[src/rtl/ffe_pkg.sv]
// rtl/ffe_pkg.sv - shared constants and state encoding for the FFE coefficient config slice
package ffe_pkg;

  localparam int FFE_COEFF_WIDTH = 12;
  localparam int FFE_NUM_TAPS    = 4;

  // Config controller states (2-bit, legacy-compatible encoding)
  localparam logic [1:0] ST_IDLE = 2'd0;
  localparam logic [1:0] ST_PEND = 2'd1;
  localparam logic [1:0] ST_COPY = 2'd2;

  // Unity gain in Q2.(W-2) at the default width
  localparam logic [FFE_COEFF_WIDTH-1:0] COEFF_UNITY = 12'h400;

  // Unity gain in Q2.(w-2) for an arbitrary coefficient width
  function automatic int unsigned unity_for_width(input int unsigned w);
    return 32'd1 << (w - 32'd2);
  endfunction

endpackage

[src/rtl/ffe_cfg_if.sv]
// rtl/ffe_cfg_if.sv - coefficient write / commit request bus
interface ffe_cfg_if #(
  parameter int CFG_ADDR_WIDTH = 3,
  parameter int COEFF_WIDTH    = 12
);

  logic                             cfg_valid;
  logic                             cfg_ready;
  logic        [CFG_ADDR_WIDTH-1:0] cfg_addr;
  logic signed [COEFF_WIDTH-1:0]    cfg_data;
  logic                             cfg_commit;

  modport master (
    output cfg_valid,
    output cfg_addr,
    output cfg_data,
    output cfg_commit,
    input  cfg_ready
  );

  modport slave (
    input  cfg_valid,
    input  cfg_addr,
    input  cfg_data,
    input  cfg_commit,
    output cfg_ready
  );

endinterface

[src/rtl/ffe_coeff_bank.sv]
// rtl/ffe_coeff_bank.sv - double-buffered tap coefficient storage with active read port
module ffe_coeff_bank
  import ffe_pkg::*;
#(
  parameter int COEFF_WIDTH   = FFE_COEFF_WIDTH,
  parameter int NUM_TAPS      = FFE_NUM_TAPS,
  parameter int RD_ADDR_WIDTH = 2,
  parameter logic [COEFF_WIDTH-1:0] UNITY = COEFF_WIDTH'(COEFF_UNITY)
) (
  input  logic                            clk,
  input  logic                            rst,
  input  logic                            wr_en,
  input  logic        [RD_ADDR_WIDTH-1:0] wr_addr,
  input  logic        [COEFF_WIDTH-1:0]   wr_data,
  input  logic                            cp_en,
  input  logic        [RD_ADDR_WIDTH-1:0] cp_addr,
  input  logic                            toggle,
  input  logic        [RD_ADDR_WIDTH-1:0] rd_addr,
  output logic signed [COEFF_WIDTH-1:0]   rd_data,
  output logic                            bank_sel
);

  logic [COEFF_WIDTH-1:0] bank_q [2][NUM_TAPS];
  logic [COEFF_WIDTH-1:0] bank_d [2][NUM_TAPS];
  logic                   sel_q;
  logic                   sel_d;

  // Shadow bank is always the one not selected; writes and copies only touch it
  always_comb begin
    bank_d = bank_q;
    sel_d  = sel_q;
    if (wr_en) begin
      bank_d[~sel_q][wr_addr] = wr_data;
    end
    if (cp_en) begin
      bank_d[~sel_q][cp_addr] = bank_q[sel_q][cp_addr];
    end
    if (toggle) begin
      sel_d = ~sel_q;
    end
  end

  // Both banks reset to a pass-through filter (unity on tap 0)
  always_ff @(posedge clk) begin
    if (rst) begin
      sel_q <= 1'b0;
      for (int b = 0; b < 2; b++) begin
        for (int t = 0; t < NUM_TAPS; t++) begin
          bank_q[b][t] <= (t == 0) ? UNITY : '0;
        end
      end
    end else begin
      sel_q  <= sel_d;
      bank_q <= bank_d;
    end
  end

  assign rd_data  = bank_q[sel_q][rd_addr];
  assign bank_sel = sel_q;

endmodule

[src/rtl/ffe_coeff_cfg.sv]
// rtl/ffe_coeff_cfg.sv - FFE tap config controller: shadow writes, sample-aligned swap, re-sync copy
module ffe_coeff_cfg
  import ffe_pkg::*;
#(
  parameter int COEFF_WIDTH    = FFE_COEFF_WIDTH,
  parameter int NUM_TAPS       = FFE_NUM_TAPS,
  parameter int CFG_ADDR_WIDTH = 3,
  parameter int RD_ADDR_WIDTH  = 2
) (
  input  logic                            ffe_clk,
  input  logic                            rst,
  ffe_cfg_if.slave                        cfg,
  input  logic                            sample_done,
  input  logic        [RD_ADDR_WIDTH-1:0] rd_addr,
  output logic signed [COEFF_WIDTH-1:0]   coeff,
  output logic                            active_bank,
  output logic                            commit_done,
  output logic                            cfg_err
);

  localparam logic [CFG_ADDR_WIDTH-1:0] TAPS_LIM = CFG_ADDR_WIDTH'(NUM_TAPS);
  localparam logic [RD_ADDR_WIDTH-1:0]  LAST_TAP = RD_ADDR_WIDTH'(NUM_TAPS - 1);
  localparam logic [COEFF_WIDTH-1:0]    UNITY    = COEFF_WIDTH'(unity_for_width(COEFF_WIDTH));

  logic [1:0]               state_q, state_d;
  logic [RD_ADDR_WIDTH-1:0] cnt_q, cnt_d;
  logic                     err_q, err_d;
  logic                     done_q, done_d;
  logic                     ready_q, ready_d;

  logic                     hs;
  logic                     addr_ok;
  logic                     wr_en;
  logic                     cp_en;
  logic                     toggle;

  // Next-state logic: writes land in IDLE, swap waits for a sample boundary, then re-sync
  always_comb begin
    state_d = state_q;
    cnt_d   = cnt_q;
    err_d   = err_q;
    done_d  = 1'b0;
    wr_en   = 1'b0;
    cp_en   = 1'b0;
    toggle  = 1'b0;
    hs      = cfg.cfg_valid & ready_q;
    addr_ok = (cfg.cfg_addr < TAPS_LIM);
    case (state_q)
      ST_IDLE: begin
        if (hs) begin
          if (addr_ok) begin
            wr_en = 1'b1;
          end else begin
            err_d = 1'b1;
          end
        end
        // The commit clears the error even if this cycle's write was out of range
        if (cfg.cfg_commit) begin
          state_d = ST_PEND;
          err_d   = 1'b0;
        end
      end
      ST_PEND: begin
        if (sample_done) begin
          toggle  = 1'b1;
          state_d = ST_COPY;
          cnt_d   = '0;
        end
      end
      ST_COPY: begin
        cp_en = 1'b1;
        if (cnt_q == LAST_TAP) begin
          state_d = ST_IDLE;
          done_d  = 1'b1;
          cnt_d   = '0;
        end else begin
          cnt_d = cnt_q + 1'b1;
        end
      end
      default: begin
        state_d = ST_IDLE;
      end
    endcase
    ready_d = (state_d == ST_IDLE);
  end

  // Controller registers; reset abandons any pending commit without a done pulse
  always_ff @(posedge ffe_clk) begin
    if (rst) begin
      state_q <= ST_IDLE;
      cnt_q   <= '0;
      err_q   <= 1'b0;
      done_q  <= 1'b0;
      ready_q <= 1'b1;
    end else begin
      state_q <= state_d;
      cnt_q   <= cnt_d;
      err_q   <= err_d;
      done_q  <= done_d;
      ready_q <= ready_d;
    end
  end

  ffe_coeff_bank #(
    .COEFF_WIDTH   (COEFF_WIDTH),
    .NUM_TAPS      (NUM_TAPS),
    .RD_ADDR_WIDTH (RD_ADDR_WIDTH),
    .UNITY         (UNITY)
  ) u_bank (
    .clk      (ffe_clk),
    .rst      (rst),
    .wr_en    (wr_en),
    .wr_addr  (cfg.cfg_addr[RD_ADDR_WIDTH-1:0]),
    .wr_data  (cfg.cfg_data),
    .cp_en    (cp_en),
    .cp_addr  (cnt_q),
    .toggle   (toggle),
    .rd_addr  (rd_addr),
    .rd_data  (coeff),
    .bank_sel (active_bank)
  );

  assign cfg.cfg_ready = ready_q;
  assign commit_done   = done_q;
  assign cfg_err       = err_q;

endmodule

[src/flat_wrapper.sv]
// flat-port wrapper written by rule: the top's interface ports become plain ports
module ffe_coeff_cfg_flat import ffe_pkg::*;
#(
  parameter int COEFF_WIDTH    = FFE_COEFF_WIDTH,
  parameter int NUM_TAPS       = FFE_NUM_TAPS,
  parameter int CFG_ADDR_WIDTH = 3,
  parameter int RD_ADDR_WIDTH  = 2
)
  (ffe_clk, rst, sample_done, rd_addr, coeff, active_bank, commit_done, cfg_err, cfg_cfg_valid, cfg_cfg_addr, cfg_cfg_data, cfg_cfg_commit, cfg_cfg_ready);
  ffe_cfg_if #(.CFG_ADDR_WIDTH(CFG_ADDR_WIDTH), .COEFF_WIDTH(COEFF_WIDTH)) cfg_i ();
  input  logic ffe_clk;
  input  logic rst;
  input  logic sample_done;
  input  logic        [RD_ADDR_WIDTH-1:0] rd_addr;
  output logic signed [COEFF_WIDTH-1:0] coeff;
  output logic active_bank;
  output logic commit_done;
  output logic cfg_err;
  input wire logic [$bits(cfg_i.cfg_valid)-1:0] cfg_cfg_valid;
  input wire logic [$bits(cfg_i.cfg_addr)-1:0] cfg_cfg_addr;
  input wire logic [$bits(cfg_i.cfg_data)-1:0] cfg_cfg_data;
  input wire logic [$bits(cfg_i.cfg_commit)-1:0] cfg_cfg_commit;
  output wire logic [$bits(cfg_i.cfg_ready)-1:0] cfg_cfg_ready;
  assign cfg_i.cfg_valid = cfg_cfg_valid;
  assign cfg_i.cfg_addr = cfg_cfg_addr;
  assign cfg_i.cfg_data = cfg_cfg_data;
  assign cfg_i.cfg_commit = cfg_cfg_commit;
  assign cfg_cfg_ready = cfg_i.cfg_ready;
  ffe_coeff_cfg #(.COEFF_WIDTH(COEFF_WIDTH), .NUM_TAPS(NUM_TAPS), .CFG_ADDR_WIDTH(CFG_ADDR_WIDTH), .RD_ADDR_WIDTH(RD_ADDR_WIDTH)) u_core (.ffe_clk(ffe_clk), .rst(rst), .cfg(cfg_i), .sample_done(sample_done), .rd_addr(rd_addr), .coeff(coeff), .active_bank(active_bank), .commit_done(commit_done), .cfg_err(cfg_err));
endmodule
[config.mk]
export PLATFORM = sky130hd
export DESIGN_NAME = ffe_coeff_cfg_flat
export DESIGN_NICKNAME = d
export VERILOG_FILES = /design/src/rtl/ffe_pkg.sv /design/src/rtl/ffe_cfg_if.sv /design/src/rtl/ffe_coeff_bank.sv /design/src/rtl/ffe_coeff_cfg.sv /design/src/flat_wrapper.sv
export SDC_FILE = /design/constraint.sdc
export NUM_CORES = 1
export LEC_CHECK = 0
export BUFFER_PORTS_ARGS = -buffer_cell sky130_fd_sc_hd__buf_2
export CAP_MARGIN = 20
export CORE_UTILIZATION = 59
export DETAILED_ROUTE_END_ITERATION = 10
export PLACE_DENSITY_LB_ADDON = 0.12
export REMOVE_ABC_BUFFERS = 1
export SYNTH_ARGS = -nofsm -noshare
export SYNTH_HDL_FRONTEND = slang
export SYNTH_SLANG_ARGS = --single-unit
[constraint.sdc]
create_clock -name ffe_clk -period 2.8 [get_ports ffe_clk]
set_input_delay 0.56 -clock ffe_clk [delete_from_list [all_inputs] [get_ports ffe_clk]]
set_output_delay 0.56 -clock ffe_clk [all_outputs]
set_load 0.05 [all_outputs]
==> metrics.cfg <==
[sta]
setup-tns-final_ns=0
slew_viol_final=0
finalHoldViolCount=0
fin_crit_ns=2.683
fin_crit_sh=0.9582
tightest_slew_ns=0.7609
final.setup_skew_ns=0.01217
setup-violations-final=0
max_slew_margin=0.4915
max_freq_mhz=372.7
rsz0062_at_grt=false

[logic_synthesis]
synth-seq-cells=104
synth_edf_count=0
synth_area_leaders=dfxtp_1 35%, mux2i_1 16%, mux4_1 12%
synth_top_cell_area_share=0.3522
synthArstFlopShare=0
synthCells=519
ys_warn_count=0
synth_top_area_cell=dfxtp_1
synthFlopType=dfxtp_1
syn_area_per_cell_um2=11.39
yosysSeqAreaShare=0.3522
synth_area_um2=5912
synth.distinct_cells=42

[grt]
grt_pass1_wl_mm=24.97
grt_max_degree=38
grtUsageTotal=0.3307
grt_pass1_vias=4347
grt-ovfl-total=0
antenna_found_initial=0

[drt]
remaining_drc_errors=0
drtAntennaViolNets=0
dr.max_layer_used=met4
vias=4531
firstDrtPassIters=5
met2WireLength_mm=7.929
viasPerCell=6.918
wl_mm=16.45
wl_met1_mm=6.831
wl_met3_mm=1.322
wl_per_cell_um=25.11
drt-initial-drc-count=286

[critical_path]
rr_startpoint=u_core.u_bank.bank_sel$_SDFFE_PP0P_
cp_max_fo=18
rr_endpoint=u_core.u_bank.bank_q[94]$_SDFF_PP1_
r2r_slack_ns=0.78
cp.required_ns=2.24
critPathKind=register to output pin
cp-end-kind=output pin
start_kind=register
arrival_ns=2.12
worstSetupEndpoint=coeff[7]
crit_start=u_core.u_bank.bank_sel$_SDFFE_PP0P_
reg2regPathDepth=5

[clocking]
cts_root_buffer=clkbuf_8
cts_hold_buf=0
clock-sinks=104
clock_path_buffers=2
htree_levels=3
path_clk_slew_ns=0.10
cts_tree=yes
numCtsBuffers=9
insertion_delay_ns=0.37
post_cts_resized=0
post_cts_buffers=0

[floorplanning]
io_pins=38
die-area_um2=10420
die_x_um=102.1
die_y_um=102.1
coreArea_um2=9729
row_count=36
initial_core_util=0.6076

[final_layout]
stdcell_count=655
layout-drive-gt1-share=0.2050
num-nets-final=545
antenna_cells=0
area_delta_synth_final_pct=6.265

[worst_hold_path]
hp-start=cfg_cfg_commit
hold_path.class=primary input to register

[placed_design]
gp_congestion=0.7910
io_buffer_count=37
dpl.hpwl_mm=10.05
place_inst=641

[run]
cap_violations=0

[pwr]
p_leak_nw=2.908
powerDensity_nw_per_um2=468.9
finalPower_mw=2.946
ir_worst_vdd_v=0.0003225

[run_status]
status=completed

## cell type report
class / count / area [um2]
multi-input cells: 346 / 3437
clock inverters: 5 / 106.4
clock buffers: 9 / 123.9
flip-flops and latches: 104 / 2083
fillers: 827 / 3447
well taps: 133 / 166.4
repair buffers: 54 / 350.3
inverters: 4 / 15.01
## critical path, stage by stage, from the launching register on
cell	delay [ns]
dfxtp_2	0.36
buf_4	0.29
mux4_1	0.60
mux2_2	0.28
buf_2	0.21
## layer usage
metal / GRT usage / vias up
met1: 0.4497 / 2271
met2: 0.5338 / 203
met5: 0 / -
li1: - / 2025
met3: 0.04925 / 32
met4: 0.1297 / 0
## cell usage after synthesis (all sizes together), types with 2 or more instances
library cell and count:
inv 4, mux2 14, nor3b 2, mux2i 95, clkbuf 18, nand2 37, nor3 4, mux4 48
nand4 2, nand3 2, nor2 8, ha 4, and2 12, a21o 8, dfxtp 104, buf 46
o22a 2, o22ai 94
## metrics by stage
| stage | setup slack, ns | cell area (um2) | utilization | hold slack (ns) |
|---|---|---|---|---|
| 6_report | 0.1171 | 6282 | 0.6457 | 0.3778 |
| 5_1_grt | 0.04730 | 6282 | 0.6457 | 0.3698 |
| 4_1_cts | 0.1097 | 6282 | 0.6457 | 0.3792 |
| 3_3_place_gp | 0.5476 | 6052 | 0.6220 | 0.5194 |
| 3_5_place_dp | 0.5136 | 6052 | 0.6220 | 0.5309 |
| 2_1_floorplan | -1.061 | 5534 | - | 0.4952 |
## where the power goes
group | switching [mW] | internal [mW]
sequential | 0.0178 | 1.50
clock | 0.530 | 0.588
combinational | 0.194 | 0.118
total | 0.741 | 2.20
## state kept, by name, indices dropped and copies added (netlist names)
register,flops
u_core.u_bank.bank_q,96
u_core.u_bank.bank_sel,1
u_core.cnt_q,2
u_core.state_q,2
u_core.commit_done,1
u_core.cfg.cfg_ready,1
u_core.cfg_err,1
## cell usage in the layout (no fill, tap or decap), drive strengths merged, types with 2 or more instances in the layout
| cell type | n |
|---|---|
| nand2 | 37 |
| ha | 4 |
| mux2i | 95 |
| nor3b | 2 |
| o22a | 2 |
| mux2 | 14 |
| a21o | 8 |
| bufinv | 3 |
| o22ai | 94 |
| nand4 | 2 |
| dfxtp | 104 |
| nor3 | 4 |
| and2 | 12 |
| nor2 | 8 |
| buf | 54 |
| nand3 | 2 |
| inv | 5 |
| clkbuf | 9 |
| mux4 | 48 |
## how the worst min path moves through the flow
stage                                           to  slack (ns)  cells after the start
2_1_floorplan  u_core.u_bank.bank_q[36]$_SDFF_PP0_        0.50                      2
3_3_place_gp   u_core.u_bank.bank_q[30]$_SDFF_PP0_        0.52                      2
3_5_place_dp    u_core.u_bank.bank_q[8]$_SDFF_PP0_        0.53                      2
4_1_cts                u_core.cfg_err$_SDFFE_PP0P_        0.38                      2
5_1_grt                u_core.cfg_err$_SDFFE_PP0P_        0.37                      2
6_report               u_core.cfg_err$_SDFFE_PP0P_        0.38                      2
## cells by family (layout without fill, tap and decap cells)
| family | count (synthesis) | count (layout) | share of synthesized area |
|---|---|---|---|
| XOR/XNOR | 1 | 1 | 0.001482 |
| AO/OA/AOI/OAI | 109 | 109 | 0.1194 |
| AND/OR/NAND/NOR | 75 | 75 | 0.06349 |
| flip-flops | 104 | 104 | 0.3522 |
| adder cells (fa/ha/maj) | 4 | 4 | 0.008466 |
| multiplexers | 157 | 157 | 0.3886 |
| buffers and inverters | 69 | 72 | 0.06645 |
(Power assumes the default switching activity.)
